### src/rtl/quad_pkg.sv
// Shared types and Gray-step decode for the quadrature decoder.
// Imported by quad_sync and quad_step_decoder.
package quad_pkg;

  typedef enum logic {
    INIT,
    TRACK
  } state_t;

  typedef enum logic [1:0] {
    STEP_NONE,
    STEP_FWD,
    STEP_REV,
    STEP_ILLEGAL
  } step_t;

  // {prev, s}: forward is 00->01->11->10->00, reverse the opposite way
  function automatic step_t decode(
    input logic [1:0] prev,
    input logic [1:0] s
  );
    step_t r;
    unique case ({prev, s})
      4'b0001, 4'b0111,
      4'b1110, 4'b1000: r = STEP_FWD;
      4'b0010, 4'b1011,
      4'b1101, 4'b0100: r = STEP_REV;
      4'b0011, 4'b1100,
      4'b0110, 4'b1001: r = STEP_ILLEGAL;
      default:          r = STEP_NONE;
    endcase
    return r;
  endfunction

endpackage

### src/rtl/quad_sync.sv
// Multi-flop synchronizer for one raw encoder pin.
// STAGES must be at least 2.
module quad_sync
  import quad_pkg::*;
#(
  parameter int STAGES = 2
) (
  input  logic clk,
  input  logic reset,
  input  logic d,
  output logic q
);

  logic [STAGES-1:0] chain;

  always_ff @(posedge clk or posedge reset) begin
    if (reset) begin
      chain <= '0;
    end else begin
      chain <= {chain[STAGES-2:0], d};
    end
  end

  assign q = chain[STAGES-1];

endmodule

### src/rtl/quad_step_decoder.sv
// x4 quadrature decoder: synchronized phases -> up/down strobes + count.
// Optional glitch filter: define QUAD_GLITCH_FILTER_EN.
module quad_step_decoder
  import quad_pkg::*;
#(
  parameter int WIDTH       = 4,
  parameter int SYNC_STAGES = 2
) (
  input  logic             clk,
  input  logic             reset,
  input  logic             phase_a,
  input  logic             phase_b,
  input  logic             enable,
  input  logic             clr_err,
  output logic             up,
  output logic             down,
  output logic [WIDTH-1:0] count,
  output logic             err,
  output logic             err_sticky
);

  localparam int CW = $clog2(SYNC_STAGES + 1) + 1;

  logic          a_sync;
  logic          b_sync;
  logic [1:0]    s;
  logic [1:0]    prev;
  logic [1:0]    prev_nx;
  logic          s_ok;
  state_t        state;
  state_t        state_nx;
  logic [CW-1:0] init_cnt;
  step_t         step;
  logic          up_nx;
  logic          down_nx;
  logic          err_nx;

  quad_sync #(.STAGES(SYNC_STAGES)) u_sync_a (
    .clk   (clk),
    .reset (reset),
    .d     (phase_a),
    .q     (a_sync)
  );

  quad_sync #(.STAGES(SYNC_STAGES)) u_sync_b (
    .clk   (clk),
    .reset (reset),
    .d     (phase_b),
    .q     (b_sync)
  );

  assign s = {a_sync, b_sync};

`ifdef QUAD_GLITCH_FILTER_EN
  logic [1:0] filt;

  always_ff @(posedge clk or posedge reset) begin
    if (reset) begin
      filt <= 2'b00;
    end else begin
      filt <= s;
    end
  end

  assign s_ok = (s == filt);
`else
  assign s_ok = 1'b1;
`endif

  // INIT lingers until the synchronizers hold real pin values
  always_ff @(posedge clk or posedge reset) begin
    if (reset) begin
      state    <= INIT;
      init_cnt <= '0;
    end else begin
      state <= state_nx;
      if (state == INIT) begin
        init_cnt <= init_cnt + CW'(1);
      end
    end
  end

  always_comb begin
    state_nx = state;
    unique case (state)
      INIT: begin
        if (init_cnt == CW'(SYNC_STAGES)) begin
          state_nx = TRACK;
        end
      end
      TRACK:   state_nx = TRACK;
      default: state_nx = INIT;
    endcase
  end

  always_comb begin
    step    = STEP_NONE;
    prev_nx = prev;
    unique case (state)
      INIT: prev_nx = s;
      TRACK: begin
        if (s_ok) begin
          step    = decode(prev, s);
          prev_nx = s;
        end
      end
      default: prev_nx = s;
    endcase
    up_nx   = enable && (step == STEP_FWD);
    down_nx = enable && (step == STEP_REV);
    err_nx  = (step == STEP_ILLEGAL);
  end

  always_ff @(posedge clk or posedge reset) begin
    if (reset) begin
      prev       <= 2'b00;
      up         <= 1'b0;
      down       <= 1'b0;
      err        <= 1'b0;
      err_sticky <= 1'b0;
      count      <= '0;
    end else begin
      prev <= prev_nx;
      up   <= up_nx;
      down <= down_nx;
      err  <= err_nx;
      if (err_nx) begin
        err_sticky <= 1'b1;
      end else if (clr_err) begin
        err_sticky <= 1'b0;
      end
      if (up_nx) begin
        count <= count + WIDTH'(1);
      end else if (down_nx) begin
        count <= count - WIDTH'(1);
      end
    end
  end

endmodule

### config.mk
export PLATFORM = sky130hd
export DESIGN_NAME = quad_step_decoder
export DESIGN_NICKNAME = d
export VERILOG_FILES = /design/src/rtl/quad_pkg.sv /design/src/rtl/quad_sync.sv /design/src/rtl/quad_step_decoder.sv
export SDC_FILE = /design/constraint.sdc
export NUM_CORES = 1
export LEC_CHECK = 0
export ABC_AREA = 1
export CAP_MARGIN = 40
export CORE_MARGIN = 8
export CORE_UTILIZATION = 43
export CTS_BUF_LIST = sky130_fd_sc_hd__clkbuf_4 sky130_fd_sc_hd__clkbuf_8
export DETAILED_ROUTE_END_ITERATION = 8
export PLACE_DENSITY_LB_ADDON = 0.15
export SLEW_MARGIN = 20
export SYNTH_ARGS = -nofsm -noshare
export SYNTH_HDL_FRONTEND = slang
export SYNTH_HIERARCHICAL = 1
export SYNTH_SLANG_ARGS = --single-unit
export TNS_END_PERCENT = 100
### constraint.sdc
create_clock -name clk -period 2.7 [get_ports clk]
set_input_delay 0.27 -clock clk [delete_from_list [all_inputs] [get_ports clk]]
set_output_delay 0.27 -clock clk [all_outputs]
set_load 0.005 [all_outputs]
==> results of run 1 <==
## worst register-to-register path, stage by stage, from the launching register on
cell	delay, ns
dfrtp_1	0.42
inv_2	0.07
nand2_2	0.08
nand3_2	0.09
nand2_4	0.12
nand3_4	0.13
ha_1	0.35
nand3_1	0.08
nand3_1	0.09
inv_1	0.06
nand3_2	0.08
nand2_1	0.05
nand2_1	0.05
nand2_1	0.04
## area by class of cell
class	instances	area (um^2)	area share
Clock buffer	4	36.3	0.0334
Inverter	21	78.8	0.0725
Sequential cell	18	450	0.414
Multi-Input combinational cell	50	358	0.329
Tap cell	27	33.8	0.0311
Timing Repair Buffer	13	130	0.120
## registers in the layout, summed over array words and instances, names as in the netlist
| name | count |
|---|---|
| init_cnt | 3 |
| err_sticky | 1 |
| down | 1 |
| u_sync_b/chain | 2 |
| state | 1 |
| prev | 2 |
| err | 1 |
| up | 1 |
| count | 4 |
| u_sync_a/chain | 2 |
## report_power, final
group          total, mW  internal, mW  switching, mW
registers          0.345         0.307         0.0378
logic              0.240         0.128          0.112
clock network      0.165        0.0822         0.0824
## cells by family after synthesis
family / share of synthesized area
simple gates: 0.278
flops: 0.508
compound gates: 0.0169
fa+ha+maj: 0.0790
xor+xnor: 0.0296
buf+inv: 0.0889
## worst paths after layout
kind,to
hold reg to reg,u_sync_b/chain[1]$_DFF_PP0_
hold / removal,u_sync_b/chain[0]$_DFF_PP0_
setup reg to reg,count[3]$_DFFE_PP0P_
setup / recovery,count[3]$_DFFE_PP0P_
min in group clk,u_sync_b/chain[1]$_DFF_PP0_
max in group asynchronous,state$_DFF_PP0_
## stage by stage
stage | worst slack (ns) | area, um^2
after floorplan | 1.04 | 887
after global placement | 0.761 | 1050
after detailed placement | 0.703 | 1050
after CTS | 0.879 | 1090
after global routing | 0.754 | 1090
final | 0.888 | 1090
## placed cells by master (no fill, tap or decap)
master	n
nand3_1	6
nand3_2	5
xor2_1	2
inv_2	2
o21ai_1	1
nand4_1	1
clkbuf_4	3
clkbuf_8	1
nand2_2	3
nand2_4	3
dfrtp_1	18
xnor2_1	1
o21ai_0	2
nand3_4	1
nor2_4	2
nand2_1	18
inv_1	19
ha_1	4
clkdlybuf4s50_1	13
fa_1	1
## metal layers
layer  up-vias  track usage
met2        13        0.146
met3         4       0.0251
li1        302            -
met1       280       0.0906
met4         0       0.0584
met5         -            0
==> flow_summary.json, run 1 <==
{
  "crit_path_max_fanout": 8,
  "dp_hpwl_um": 1230,
  "fp.dieH_um": 61.4,
  "whs_ns": 0.170,
  "cp-startpoint": "prev[0]$_DFF_PP0_",
  "r2r.worst_path.cells": 13,
  "grt_pass1_wl_um": 2300,
  "path_cells": "inv_2, nand2_2, nand3_2, nand2_4, nand3_4, ha_1, nand3_1, nand3_1, inv_1, nand3_2, nand2_1, nand2_1, nand2_1",
  "synth.distinct_cells": 17,
  "grt_usage": 0.0864,
  "yosysTopAreaCellShare": 0.508,
  "post-route-period-util": 0.671,
  "numCtsBuffers": 3,
  "r2r_setup_slack_ns": 0.89,
  "cap_viol_max_count": 0,
  "maxSlewViolCount": 0,
  "crit_top_cell": "nand2_1",
  "leakagePower_nw": 0.581,
  "met1Wirelength_um": 580,
  "path_buf_inv": 2,
  "cp.required_ns": 2.90,
  "initial_utilization": 0.452,
  "clock_skew_ns": 0.00244,
  "cts_resized": 0,
  "synth_largest_area_cell": "dfrtp_1",
  "ys.warnings.count": 6,
  "antenna_cells": 0,
  "synth_edf_count": 0,
  "post_cts_buffers": 0,
  "min_period_ns": 1.81,
  "vias_per_cell": 4.50,
  "post-route-drc-count": 0,
  "reg2reg_from": "prev[0]$_DFF_PP0_",
  "critical_path_class": "flip-flop to flip-flop",
  "syn2layout_area_growth_pct": 22.6,
  "drtAntennaViolNets": 0,
  "path_delay_family": "simple AND/OR/NAND/NOR gates",
  "drive_gt1_frac": 0.189,
  "fillers": 195,
  "rows": 16,
  "ys_ff_latch": 18,
  "die_x_um": 61.4,
  "final_hold_viol_count": 0,
  "yosys-top-cells-count": "19 x inv_1, 18 x dfrtp_1, 18 x nand2_1, 6 x nand3_1, 5 x nand3_2",
  "port_buffers": 13,
  "vias": 599,
  "syn_area_per_cell_um2": 9.97,
  "io_pins": 14,
  "syn_area_um2": 887,
  "postSynthCellCount": 89,
  "finish.utilization": 0.554,
  "htree_num_levels": 1,
  "grt_max_degree": 15,
  "synth.most_common_cell": "inv_1",
  "path_depth": 13,
  "worstSkewPairLatency_ns": 0.29,
  "dr.pass1.iters": 4,
  "wl_um": 1450,
  "ir_worst_vdd_uv": 373,
  "wl_met2_um": 759,
  "antenna_found_initial": 0,
  "power_density_nw_per_um2": 689,
  "dp.cells": 129,
  "core_area_um2": 1960,
  "ys_async_sr_fraction": 1.00,
  "first_global_vias": 558,
  "layout.cells.non_filler": 133,
  "hold_class": "primary input to async pin",
  "rsz0062_at_grt": "no",
  "outcome": "completed",
  "cts_root_buffer": "clkbuf_4",
  "grt-ovfl-total": 0,
  "start_kind": "flip-flop",
  "setup_tns_ns": 0,
  "cts_buffer_depth": 2,
  "cts_hold_buf": 0,
  "synth_area_leaders": "dfrtp_1 51%, inv_1 8.0%, nand2_1 7.6%",
  "clk_pin_slew_ns": 0.10,
  "wl_met3_um": 81,
  "fmax_mhz": 552,
  "dieArea_um2": 3770,
  "power_mw": 0.749,
  "synth_flop_cell": "dfrtp_1",
  "cts.sinks": 18,
  "critPathArrivalTime_ns": 2.01,
  "synth_nets": 100,
  "cts_tree": "yes",
  "tightest_slew_ns": 0.528,
  "highest_layer": "met4",
  "wl_per_cell_um": 10.9,
  "fin_nets": 118,
  "seq_area_frac_synth": 0.508,
  "setup_viol": 0,
  "cpPeakStageDelay_ns": 0.42,
  "end_kind": "flip-flop",
  "drtIter0Drc": 9,
  "gp_congestion": 0.734,
  "max-slew-margin-rel": 0.648,
  "critPathSlowestCell": "dfrtp_1"
}
No activity file was read; power rests on OpenSTA's default activity.
==> run 2: changes to the inputs <==
clock period = 1.6 ns   (was 2.7 ns; I/O delays follow)
==> flow_summary.json, run 2 (same netlist as run 1, synthesis figures left out) <==
{
  "outcome": "complete, but fails checks",
  "violations": "setup timing",
  "vias": 632,
  "critPathArrivalTime_ns": 1.88,
  "clock_skew_ns": 0.0113,
  "wl_per_cell_um": 10.8,
  "initial_utilization": 0.452,
  "tightest_slew_ns": 0.538,
  "cts_buffer_depth": 2,
  "place_ws_ns": -0.218,
  "drtIter0Drc": 7,
  "gp_congestion": 0.716,
  "reg_top3": "count (4), init_cnt (3)",
  "final_hold_viol_count": 0,
  "leakagePower_nw": 0.625,
  "post-route-period-util": 1.05,
  "numCtsBuffers": 3,
  "clk_pin_slew_ns": 0.11,
  "wl_um": 1540,
  "cts_hold_buf": 0,
  "cts.sinks": 18,
  "end_kind": "flip-flop",
  "hold_class": "primary input to async pin",
  "postPlaceCellArea_um2": 1120,
  "maxSlewViolCount": 0,
  "cts_tree": "yes",
  "layout_setup_ws_ns": -0.0729,
  "postLayoutCellArea_um2": 1190,
  "layout_common_cells": "18 x dfrtp_1, 17 x nand2_1, 16 x inv_1",
  "top_register": "count",
  "grt_max_degree": 15,
  "dp.cells": 135,
  "dieArea_um2": 3770,
  "dr.pass1.iters": 4,
  "power_mw": 1.38,
  "cp.required_ns": 1.81,
  "cap_viol_max_count": 0,
  "port_buffers": 13,
  "antenna_found_initial": 0,
  "drtAntennaViolNets": 0,
  "fp.dieH_um": 61.4,
  "post-route-drc-count": 0,
  "rsz0062_at_grt": "yes",
  "max-slew-margin-rel": 0.641,
  "grt_usage": 0.0918,
  "antenna_cells": 0,
  "power_density_nw_per_um2": 1160,
  "dp_hpwl_um": 1170,
  "fmax_mhz": 598,
  "die_x_um": 61.4,
  "htree_num_levels": 1,
  "syn2layout_area_growth_pct": 34.4,
  "start_kind": "flip-flop",
  "grt_pass1_wl_um": 2580,
  "crit_path_max_fanout": 4,
  "layout.cells.non_filler": 142,
  "io_pins": 14,
  "largest_reg_flops": 4,
  "setup_viol": 2,
  "core_area_um2": 1960,
  "finish.utilization": 0.608,
  "ir_worst_vdd_uv": 551,
  "rows": 16,
  "min_period_ns": 1.67,
  "drive_gt1_frac": 0.322,
  "layout_commonest_cell": "dfrtp_1",
  "vias_per_cell": 4.45,
  "whs_ns": 0.0505,
  "first_global_vias": 593,
  "worstSkewPairLatency_ns": 0.30,
  "fin_nets": 127,
  "critical_path_class": "flip-flop to flip-flop",
  "setup_tns_ns": -0.103,
  "cts_root_buffer": "clkbuf_4",
  "grt-ovfl-total": 0
}
-- run 2: critical path, stage by stage (launching register included) --
cell,delay (ns)
dfrtp_1,0.43
inv_2,0.07
nand2_2,0.07
nand3_2,0.08
nand2_4,0.09
nand3_4,0.12
ha_4,0.28
nand2_2,0.07
nand3_2,0.09
inv_2,0.06
nand3_2,0.08
nand3_1,0.09
nand2_1,0.05
-- run 2: cell type report --
cell class / instances / area [um^2]
tap: 27 / 33.8
timing repair buffer: 22 / 198
fill: 177 / 769
clock buffer: 4 / 36.3
sequential: 18 / 450
inverter: 21 / 78.8
multi-input combinational: 50 / 395
-- run 2: worst paths after layout --
kind	endpoint	slack, ns	depth (start not counted)	start
min in group clk	u_sync_b/chain[0]$_DFF_PP0_	0.30	1	phase_b
setup reg to reg	count[3]$_DFFE_PP0P_	-0.07	12	prev[0]$_DFF_PP0_
hold reg to reg	u_sync_b/chain[1]$_DFF_PP0_	0.34	0	u_sync_b/chain[0]$_DFF_PP0_
max in group asynchronous	up$_DFF_PP0_	0.99	2	reset
hold / removal	u_sync_b/chain[1]$_DFF_PP0_	0.05	2	reset
setup / recovery	count[3]$_DFFE_PP0P_	-0.07	12	prev[0]$_DFF_PP0_
-- run 2: per-layer routing --
layer,global-route usage,routed length (um),part of all wire
met5,0,0,0
met4,0.0292,12,0.0078
met3,0.0376,63,0.041
met2,0.139,766,0.50
met1,0.116,696,0.45
-- run 2: timing repair --
item	4_1_cts	5_1_grt
setup buffers	1	2
endpoints found under the setup margin	2	3
gates resized for setup	3	1
pin swaps	6	4
-- run 2: where the power goes --
part	switching [mW]	internal [mW]
Combinational	0.214	0.284
Clock	0.145	0.139
Sequential	0.0801	0.519
